[config.mk]
export PLATFORM = sky130hd
export DESIGN_NAME = tx_word_packer
export DESIGN_NICKNAME = d
export VERILOG_FILES = /design/src/rtl/tx_word_packer.sv
export SDC_FILE = /design/constraint.sdc
export NUM_CORES = 1
export LEC_CHECK = 0
export CELL_PAD_IN_SITES_DETAIL_PLACEMENT = 1
export CELL_PAD_IN_SITES_GLOBAL_PLACEMENT = 2
export CORE_MARGIN = 1.5
export CORE_UTILIZATION = 30
export DETAILED_ROUTE_END_ITERATION = 16
export GPL_TIMING_DRIVEN = 0
export PLACE_DENSITY_LB_ADDON = 0.2
export SLEW_MARGIN = 10
export SYNTH_ARGS = -nofsm -noshare
export SYNTH_HDL_FRONTEND = slang
export SYNTH_SLANG_ARGS = --single-unit
[constraint.sdc]
create_clock -name clk -period 3.2 [get_ports clk]
set_input_delay 0.48 -clock clk [delete_from_list [all_inputs] [get_ports clk]]
set_output_delay 0.48 -clock clk [all_outputs]
set_load 0.01 [all_outputs]
[src/rtl/tx_word_packer.sv]
// tx_word_packer: 32-bit word stream to 9-bit {eof, byte} TX FIFO writes.
// Pads each frame's FIFO footprint to a multiple of four entries.
module tx_word_packer #(
    parameter logic [7:0] PAD_BYTE  = 8'h00,
    parameter int         MAX_STD   = 1500,
    parameter int         MAX_JUMBO = 9000
) (
    input  logic        clk,
    input  logic        reset_n,
    input  logic        jumboframes,
    input  logic [31:0] in_data,
    input  logic        in_valid,
    input  logic        in_last,
    input  logic [1:0]  in_bytes,
    output logic        in_ready,
    output logic [8:0]  txff_din,
    output logic        txff_wren,
    input  logic        txff_full,
    output logic [31:0] frame_count,
    output logic [15:0] ovf_count,
    output logic        busy
);

    typedef enum logic {
        FS_IDLE,
        FS_FRAME
    } fstate_t;

    localparam logic [13:0] LIM_STD   = 14'(MAX_STD);
    localparam logic [13:0] LIM_JUMBO = 14'(MAX_JUMBO);

    logic        hold_valid;
    logic [31:0] hold_data;
    logic        hold_last;
    logic [1:0]  last_idx;
    logic [1:0]  byte_idx;

    fstate_t     state;
    logic [13:0] byte_cnt;
    logic [13:0] limit;

    logic        wr;
    logic        wrap;
    logic        accept;
    logic        pad;
    logic        eof_pos;
    logic        eof_wr;
    logic        over;
    logic [13:0] new_limit;
    logic [7:0]  cur_byte;

    assign wr        = hold_valid & ~txff_full;
    assign wrap      = wr & (byte_idx == 2'd3);
    assign in_ready  = ~hold_valid | ((byte_idx == 2'd3) & ~txff_full);
    assign accept    = in_valid & in_ready;
    assign pad       = hold_last & (byte_idx > last_idx);
    assign eof_pos   = hold_last & (byte_idx == last_idx);
    assign eof_wr    = wr & eof_pos;
    assign over      = ({1'b0, byte_cnt} + 15'd1) > {1'b0, limit};
    assign new_limit = jumboframes ? LIM_JUMBO : LIM_STD;
    assign txff_wren = wr;
    assign busy      = (state == FS_FRAME);

    // Select the held byte at byte_idx, most significant byte first.
    always_comb begin
        cur_byte = hold_data[31:24];
        unique case (byte_idx)
            2'd0: cur_byte = hold_data[31:24];
            2'd1: cur_byte = hold_data[23:16];
            2'd2: cur_byte = hold_data[15:8];
            2'd3: cur_byte = hold_data[7:0];
        endcase
    end

    // Build the FIFO entry: data byte with eof flag, or an alignment pad.
    always_comb begin
        txff_din = '0;
        if (hold_valid) begin
            if (pad) begin
                txff_din = {1'b0, PAD_BYTE};
            end else begin
                txff_din = {eof_pos, cur_byte};
            end
        end
    end

    // Hold register: load on accept, step one byte per write, empty on wrap.
    always_ff @(posedge clk) begin
        if (!reset_n) begin
            hold_valid <= 1'b0;
            hold_data  <= '0;
            hold_last  <= 1'b0;
            last_idx   <= '0;
            byte_idx   <= '0;
        end else begin
            if (wr) begin
                byte_idx <= byte_idx + 2'd1;
            end
            if (accept) begin
                hold_valid <= 1'b1;
                hold_data  <= in_data;
                hold_last  <= in_last;
                last_idx   <= in_bytes - 2'd1;
            end else if (wrap) begin
                hold_valid <= 1'b0;
            end
        end
    end

    // Frame FSM with byte counting, frame and oversize counters.
    always_ff @(posedge clk) begin
        if (!reset_n) begin
            state       <= FS_IDLE;
            byte_cnt    <= '0;
            limit       <= LIM_STD;
            frame_count <= '0;
            ovf_count   <= '0;
        end else begin
            if (eof_wr) begin
                frame_count <= frame_count + 32'd1;
                if (over && ovf_count != 16'hFFFF) begin
                    ovf_count <= ovf_count + 16'd1;
                end
            end
            if (wr && !pad && byte_cnt != 14'h3FFF) begin
                byte_cnt <= byte_cnt + 14'd1;
            end
            unique case (state)
                FS_IDLE: begin
                    if (accept) begin
                        state    <= FS_FRAME;
                        byte_cnt <= '0;
                        limit    <= new_limit;
                    end
                end
                FS_FRAME: begin
                    if (eof_wr) begin
                        if (accept) begin
                            byte_cnt <= '0;
                            limit    <= new_limit;
                        end else begin
                            state <= FS_IDLE;
                        end
                    end
                end
            endcase
        end
    end

endmodule

==> flow_summary.yaml <==
power:
  p_int_mw: 2.048
  sequentialPowerShare: 0.491
  powerDensity_nw_per_um2: 404.5
  switching_share: 0.2480
  clockPowerShare: 0.418
  leakage_nw: 2.324
  p_sw_mw: 0.6754
  p_comb_frac: 0.092
  peakVddDrop_v: 0.0002577
synthesis:
  synth_top_flop_cell: "dfxtp_1"
  async_reset_ff_frac: 0
  syn_nets: 678
  syn_inst: 621
  yosysSeqAreaShare: 0.4026
  synth_cell_type_count: 56
  syn_area_per_cell_um2: 8.247
  yosys_register_bits: 103
  syn_area_um2: 5121
  yosys_warnings: 0
  synth_edf_count: 0
run_status:
  outcome: "complete, no violations"
sta:
  setup-violations-final: 0
  slew_viol_final: 0
  timing.final.crit_share: 0.9548
  fmax_ghz: 0.3273
  min_period_ps: 3055
  fin_worst_skew_ps: 6.463
  setup_tns_ps: 0
  worst_pin_slew_ps: 729.2
  finalHoldViolations: 0
  slew-limit-headroom: 0.5138
drt:
  wl_met2_um: 7186
  wl_per_cell_um: 15.99
  via_count: 4715
  dr.pass1.iters: 4
  dr.max_layer_used: "met4"
  wl_met3_um: 569
  ant_nets: 0
  wl_met1_um: 7281
  wl_um: 15280
  vias_per_cell: 4.932
  drt_iter0_drc: 203
  drc: 0
worst_setup_path:
  r2r_start: "byte_idx[0]"
  crit_end: "in_ready"
  endpoint_kind: "output pin"
  r2r-end: "byte_cnt[11]"
  crit_start: "byte_idx[0]"
  crit_type: "reg2out"
  r2r_slack_ps: 220
  worst_r2r_path_depth: 9
  cp_max_fo: 9
  start_kind: "flip-flop"
  cp.arrival_ps: 2580
  required_ps: 2720
layout:
  area_delta_synth_final_pct: 31.47
  nets: 789
  insertedDiodeCount: 0
  fin_area_um2: 6733
  final_util: 0.4046
  drive_above_1_share: 0.09375
  mostFrequentLayoutCells: "nand2_1, dfxtp_1, clkdlybuf4s50_1"
  final_common_cell: "nand2_1"
floorplan:
  die_y_um: 133.7
  coreArea_um2: 16640
  initial_utilization: 0.3077
  rows: 47
  io_pins: 100
  fp.dieW_um: 133.7
  dieArea_um2: 17860
clock_network:
  htree_num_levels: 3
  numCtsBuffers: 9
  hold_buffers: 0
  clockBufferDepth: 2
  root_buffer: "clkbuf_16"
  path_clk_slew_ps: 70
  cts_tree: "built"
  cts.sinks: 103
  insertion_delay_ps: 350
run:
  cap_violations: 0
placed_design:
  port_buffers: 99
  placed_cell_area_um2: 6387
  gp_congestion: 0.7458
  dp_hpwl_um: 11350
grt:
  grt_max_degree: 17
  grt_pass1_vias: 5007
  grt_pass1_wl_um: 25370
  antenna_found_initial: 0
  grt_overflow: 0
  grt_usage: 0.1778
min_path:
  min_from: "hold_data[2]"
  worst_hold_path_type: "reg2reg"
## stage by stage
step,power [mW],std cells,hold slack (ps),worst slack [ps]
detailed placement,1.617,940,448.6,-53.05
floorplan,1.493,621,435.7,429.2
global placement,1.610,940,442.8,-73.64
global route,2.844,956,480.5,-7.351
finish,2.723,956,460.3,144.8
CTS,2.768,956,458.8,15.72
## cells by family (layout without fill, tap and decap cells)
group                      Yosys count  count (layout)  share of synthesized area
adders and majority gates           17              17                    0.04153
AOI/OAI and AO/OA                   98              98                     0.1183
muxes                               11              11                    0.02150
DFF                                103             103                     0.4026
and+or+nand+nor                    301             301                     0.2885
buffers and inverters               43             158                    0.04544
xor gates and xnor gates            48              48                    0.08209
## Yosys cell counts (4+ instances only)
cell type,n,area [um2]
xnor2_1,24,210.2
a21oi_1,61,305.3
inv_1,11,41.29
buf_2,4,20.02
dfxtp_1,103,2062
and3_1,5,31.28
o21ai_0,8,40.04
ha_1,17,212.7
and2_1,7,43.79
clkbuf_1,16,60.06
a222oi_1,8,80.08
o211ai_1,4,30.03
nand4_1,16,100.1
nand2_1,116,435.4
nand2b_1,13,81.33
mux2i_1,11,110.1
or3_1,7,43.79
xor2_1,24,210.2
nand3_1,23,115.1
nor3_2,5,50.05
buf_6,5,56.30
nor2_1,80,300.3
## how the worst min path moves through the flow
stage                    end  cells after the start
6_report        hold_data[2]                      2
5_1_grt         hold_data[0]                      2
3_3_place_gp    hold_data[2]                      2
4_1_cts         hold_data[0]                      2
3_5_place_dp    hold_data[0]                      2
2_1_floorplan  hold_data[10]                      2
## state kept, by name, indices dropped and copies added (netlist names)
signal and count:
busy 1, byte_cnt 14, byte_idx 2, frame_count 32
hold_data 32, hold_last 1, hold_valid 1, last_idx 2
limit 2, ovf_count 16
## timing repair
action                                  in CTS  in global routing
gates resized for setup                      2                 10
endpoints found under the setup margin      15                 33
pin swaps                                    1                  1
setup buffers                                1                  1
## area by class of cell
| type | count | area (um2) |
|---|---|---|
| fillers | 1982 | 9910 |
| repair buffers | 101 | 1006 |
| well taps | 220 | 275.3 |
| clock inverters | 5 | 57.56 |
| clock buffers | 10 | 239.0 |
| plain buffers | 30 | 183.9 |
| multi-input cells | 475 | 2859 |
| flip-flops and latches | 103 | 2067 |
| inverters | 12 | 45.04 |
## worst max-delay path, stage by stage (launching register included)
cell and delay (ps):
dfxtp_1 440, ha_1 180, clkbuf_1 370, inv_1 100, o21ai_0 480, clkdlybuf4s50_1 650
## metal layers
metal / global-route usage / vias to the layer above
met3: 0.04033 / 19
met2: 0.2953 / 83
met4: 0.05616 / 0
met5: 0 / -
met1: 0.2289 / 2274
li1: - / 2339
## power groups by stage
stage / logic (mW) / registers (mW) / clock network [mW]
3_5_place_dp: 0.251 / 1.37 / 0
2_1_floorplan: 0.135 / 1.36 / 0
5_1_grt: 0.281 / 1.34 / 1.22
4_1_cts: 0.253 / 1.34 / 1.18
3_3_place_gp: 0.246 / 1.36 / 0
6_report: 0.250 / 1.34 / 1.14
Power figures use the tool's default switching activity.
